===== config.mk =====
export PLATFORM = sky130hd
export DESIGN_NAME = binary_to_gray
export DESIGN_NICKNAME = d
export VERILOG_FILES = /design/src/rtl/gray_pkg.sv /design/src/rtl/binary_to_gray.sv
export SDC_FILE = /design/constraint.sdc
export NUM_CORES = 1
export LEC_CHECK = 0
export BUFFER_PORTS_ARGS = -buffer_cell sky130_fd_sc_hd__buf_2
export CORE_AREA = 2 2 39 41
export CTS_BUF_LIST = sky130_fd_sc_hd__clkbuf_4
export DETAILED_ROUTE_END_ITERATION = 7
export DIE_AREA = 0 0 41 43
export RECOVER_POWER = 25
export SLEW_MARGIN = 20
export SYNTH_ARGS = -nofsm -noshare
export SYNTH_HDL_FRONTEND = slang
export SYNTH_SLANG_ARGS = --single-unit

===== constraint.sdc =====
create_clock -name clk -period 0.8 [get_ports clk]
set_input_delay 0.16 -clock clk [delete_from_list [all_inputs] [get_ports clk]]
set_output_delay 0.16 -clock clk [all_outputs]
set_load 0.03 [all_outputs]

===== src/rtl/gray_pkg.sv =====
// ---------------------------------------------------------------------------
// gray_pkg
//   Shared width constant and binary/Gray conversion helpers.
//   GRAY_W   : width of the converted value (fixed at 4)
//   bin2gray : reflected-binary encoding, bin ^ (bin >> 1)
//   gray2bin : inverse mapping, used by verification models
// ---------------------------------------------------------------------------
package gray_pkg;

    localparam int unsigned GRAY_W = 4;

    function automatic logic [GRAY_W-1:0] bin2gray(input logic [GRAY_W-1:0] bin);
        return bin ^ (bin >> 1);
    endfunction

    // Each binary bit is the XOR of all Gray bits at and above it, so
    // the prefix XOR is built MSB-first.
    function automatic logic [GRAY_W-1:0] gray2bin(input logic [GRAY_W-1:0] gray);
        logic [GRAY_W-1:0] bin;
        int unsigned       idx;
        bin[GRAY_W-1] = gray[GRAY_W-1];
        for (int unsigned i = 1; i < GRAY_W; i++) begin
            idx      = GRAY_W - 1 - i;
            bin[idx] = bin[idx+1] ^ gray[idx];
        end
        return bin;
    endfunction

endpackage


===== src/rtl/binary_to_gray.sv =====
// ---------------------------------------------------------------------------
// binary_to_gray
//   Registered 4-bit binary-to-Gray converter, one conversion per cycle,
//   one cycle of latency. Outputs come straight from flops.
//   clk         : system clock, rising edge
//   rst         : synchronous reset, active-high; clears outputs to 0000
//   b3..b0      : binary input bits (b3 = MSB), synchronous to clk
//   g3..g0      : registered Gray output bits (g3 = MSB)
// ---------------------------------------------------------------------------
module binary_to_gray
    import gray_pkg::*;
(
    input  logic clk,
    input  logic rst,
    input  logic b3,
    input  logic b2,
    input  logic b1,
    input  logic b0,
    output logic g3,
    output logic g2,
    output logic g1,
    output logic g0
);

    logic [GRAY_W-1:0] bin;
    logic [GRAY_W-1:0] gray_d;
    logic [GRAY_W-1:0] gray_q;

    assign bin = {b3, b2, b1, b0};

    always_comb begin
        gray_d = bin2gray(bin);
    end

    always_ff @(posedge clk) begin
        if (rst) begin
            gray_q <= '0;
        end else begin
            gray_q <= gray_d;
        end
    end

    assign {g3, g2, g1, g0} = gray_q;

endmodule


==> results.cfg <==
[outcome]
outcome = finished with violations
failing_checks = negative setup slack

[detailed_routing]
route.vias.total = 108
routedWlPerCell_um = 6.26
detailedRoute.firstIterationViolations = 0
drtAntennaViolNets = 0
dr.pass1.iters = 1
remaining_drc_errors = 0
vias_per_cell = 2.77
routed_wl_um = 244

[logic_synthesis]
yosysUniqueCellTypes = 4
synth_seq_area_share_pct = 64.6
synth_most_common_cell = dfxtp_1
netlist.area_leader.share_pct = 64.6
synth.net_count = 17
synthTopCellsByArea = dfxtp_1, xnor2_1, nor2_1
synthesis.area_per_instance_um2 = 11.3
synth.top_cells.by_count = dfxtp_1, nor2_1, xnor2_1, nor2b_1
ys_seq_elements = 4
ys.flop_type = dfxtp_1
yosys_warnings = 0
synth_cells = 11
asyncSetResetFlopFracSynth_pct = 0
yosys.area.top_type = dfxtp_1
post_synthesis_instance_area_um2 = 124
synth-edff-count = 0

[power]
static-leakage-power_nw = 0.104
worst_ir_drop_vdd_uv = 260
p_total_w = 0.000565
cellPowerDensity_nw_per_um2 = 2350

[worst_setup_path]
cpPeakStageDelay_ps = 310
critical_path.max_fanout = 1
worst-endpoint-arrival_ps = 660
cp.required_ps = 640
critPathTopFamily = flip-flops
cp_slowest_cell = dfxtp_2
cp_num_buf_inv = 1
cp-end-kind = primary output
worstPathCellList = buf_6
path_class = flop to primary output
critical_path_launch_point_type = flop

[sta]
timing_hold_violations_final = 0
timing.final.crit_period_ps = 824
slew_viol_final = 0
setup_ws_ps = -23.5
fin_crit_sh_pct = 103
rsz0062_at_grt = yes
clock.fmax_mhz = 1210
setup_viol_count_final = 4
tightestPinTransition_ps = 116
slew_headroom_pct = 92.2

[grt]
met3_global_route_usage_pct = 1.05
largest_net_degree_at_the_start_of_global_routing = 5
gr-max-usage-layer = met4
global_route_wire_length_before_repair_um = 338
grt_use_met1_pct = 1.92
vias_in_the_first_global_route = 111
global_route.usage.met2_pct = 4.38
global_route.overflow_total = 0
gr-usage-all-layers_pct = 3.71
antenna_violations_before_repair = 0

[floorplan]
die_width_um = 41
pin_count = 10
floorplan.initialDensity_pct = 8.95
design.die.area_um2 = 1760
die_height_um = 43
placeableCoreArea_um2 = 1380
num_rows = 14

[clock_network]
clk_transition_reported_paths_ps = 40
ctsLongestPathBuffers = 2
cts-root-buf = clkbuf_4
cts_tree = yes
tritoncts.num_buffers = 3
cts_num_sinks = 4
h-tree-depth = 1
post_cts_hold_buffer_count = 0

[final_layout]
regArea_um2 = 85.1
registers.top_by_ff_count = gray_q
nNetsFinal = 31
n_antenna_cell = 0
area_delta_synth_final_pct = 93.9
post_route_design_area_um2 = 240
largest_reg_flops = 4
fillers = 156
multiInputGateArea_um2 = 43.8
layout-drive-gt1-share_pct = 65.2
largest_registers = gray_q (4)

[job]
maxCapViolCount = 0

[place]
dpl_worst_slack_ps = 171
placed_cell_area_um2 = 189
port_buffers = 9
gp_congestion = 0.553

[min_path]
holdCritPathClass = primary input to flop
[cell usage in the layout (no fill, tap or decap)]
cell type	netlist	routed
buf_2	0	4
clkbuf_4	0	3
xnor2_1	3	3
nor2b_1	1	1
dfxtp_2	0	4
buf_6	0	4
nor2_1	3	3
clkbuf_1	0	1
[through the flow]
step | utilization [%] | TNS (ps) | hold WS [ps] | instances
after floorplan | - | 0 | 232 | 11
after global placement | 13.7 | 0 | 365 | 36
after detailed placement | 13.7 | 0 | 369 | 36
after CTS | 17.5 | -139 | 112 | 39
after global routing | 17.4 | -164 | 124 | 39
final | 17.4 | -89.1 | 118 | 39
[where the power goes]
group          switching, W  total [W]  internal [W]
logic             0.0000491  0.0000974     0.0000482
clock network     0.0000759   0.000243      0.000167
registers        0.00000593   0.000224      0.000219
total              0.000131   0.000565      0.000434
[final timing paths]
path | cells after the start | slack [ps] | from | endpoint
min | 2 | 120 | rst | gray_q[1]
max | 1 | -20 | gray_q[0] | g0
[timing repair]
| action | in CTS | in global routing |
|---|---|---|
| setup endpoints to repair | 4 | 4 |
| cloned | 0 | 0 |
| buffers inserted | 0 | 0 |
| gates resized for setup | 12 | 0 |
[cell type report]
type,count,share of cell area [%]
Tap cell,16,8.33
Multi-Input combinational cell,7,18.2
Clock buffer,3,9.38
Timing Repair Buffer,9,28.6
Sequential cell,4,35.4
[layer usage]
layer | up-vias | part of all wire (%)
li1 | 57 | -
met1 | 41 | 30
met2 | 8 | 50
met3 | 2 | 13
met4 | 0 | 6.1
met5 | - | 0
[cells by family (layout without fill, tap and decap cells)]
| family | Yosys count | after routing | share of synthesized area (%) |
|---|---|---|---|
| flip-flops | 4 | 4 | 64.6 |
| AND/OR/NAND/NOR | 4 | 4 | 14.1 |
| XOR/XNOR | 3 | 3 | 21.2 |
| buffers and inverters | 0 | 12 | 0 |
Power figures use the tool's default switching activity.
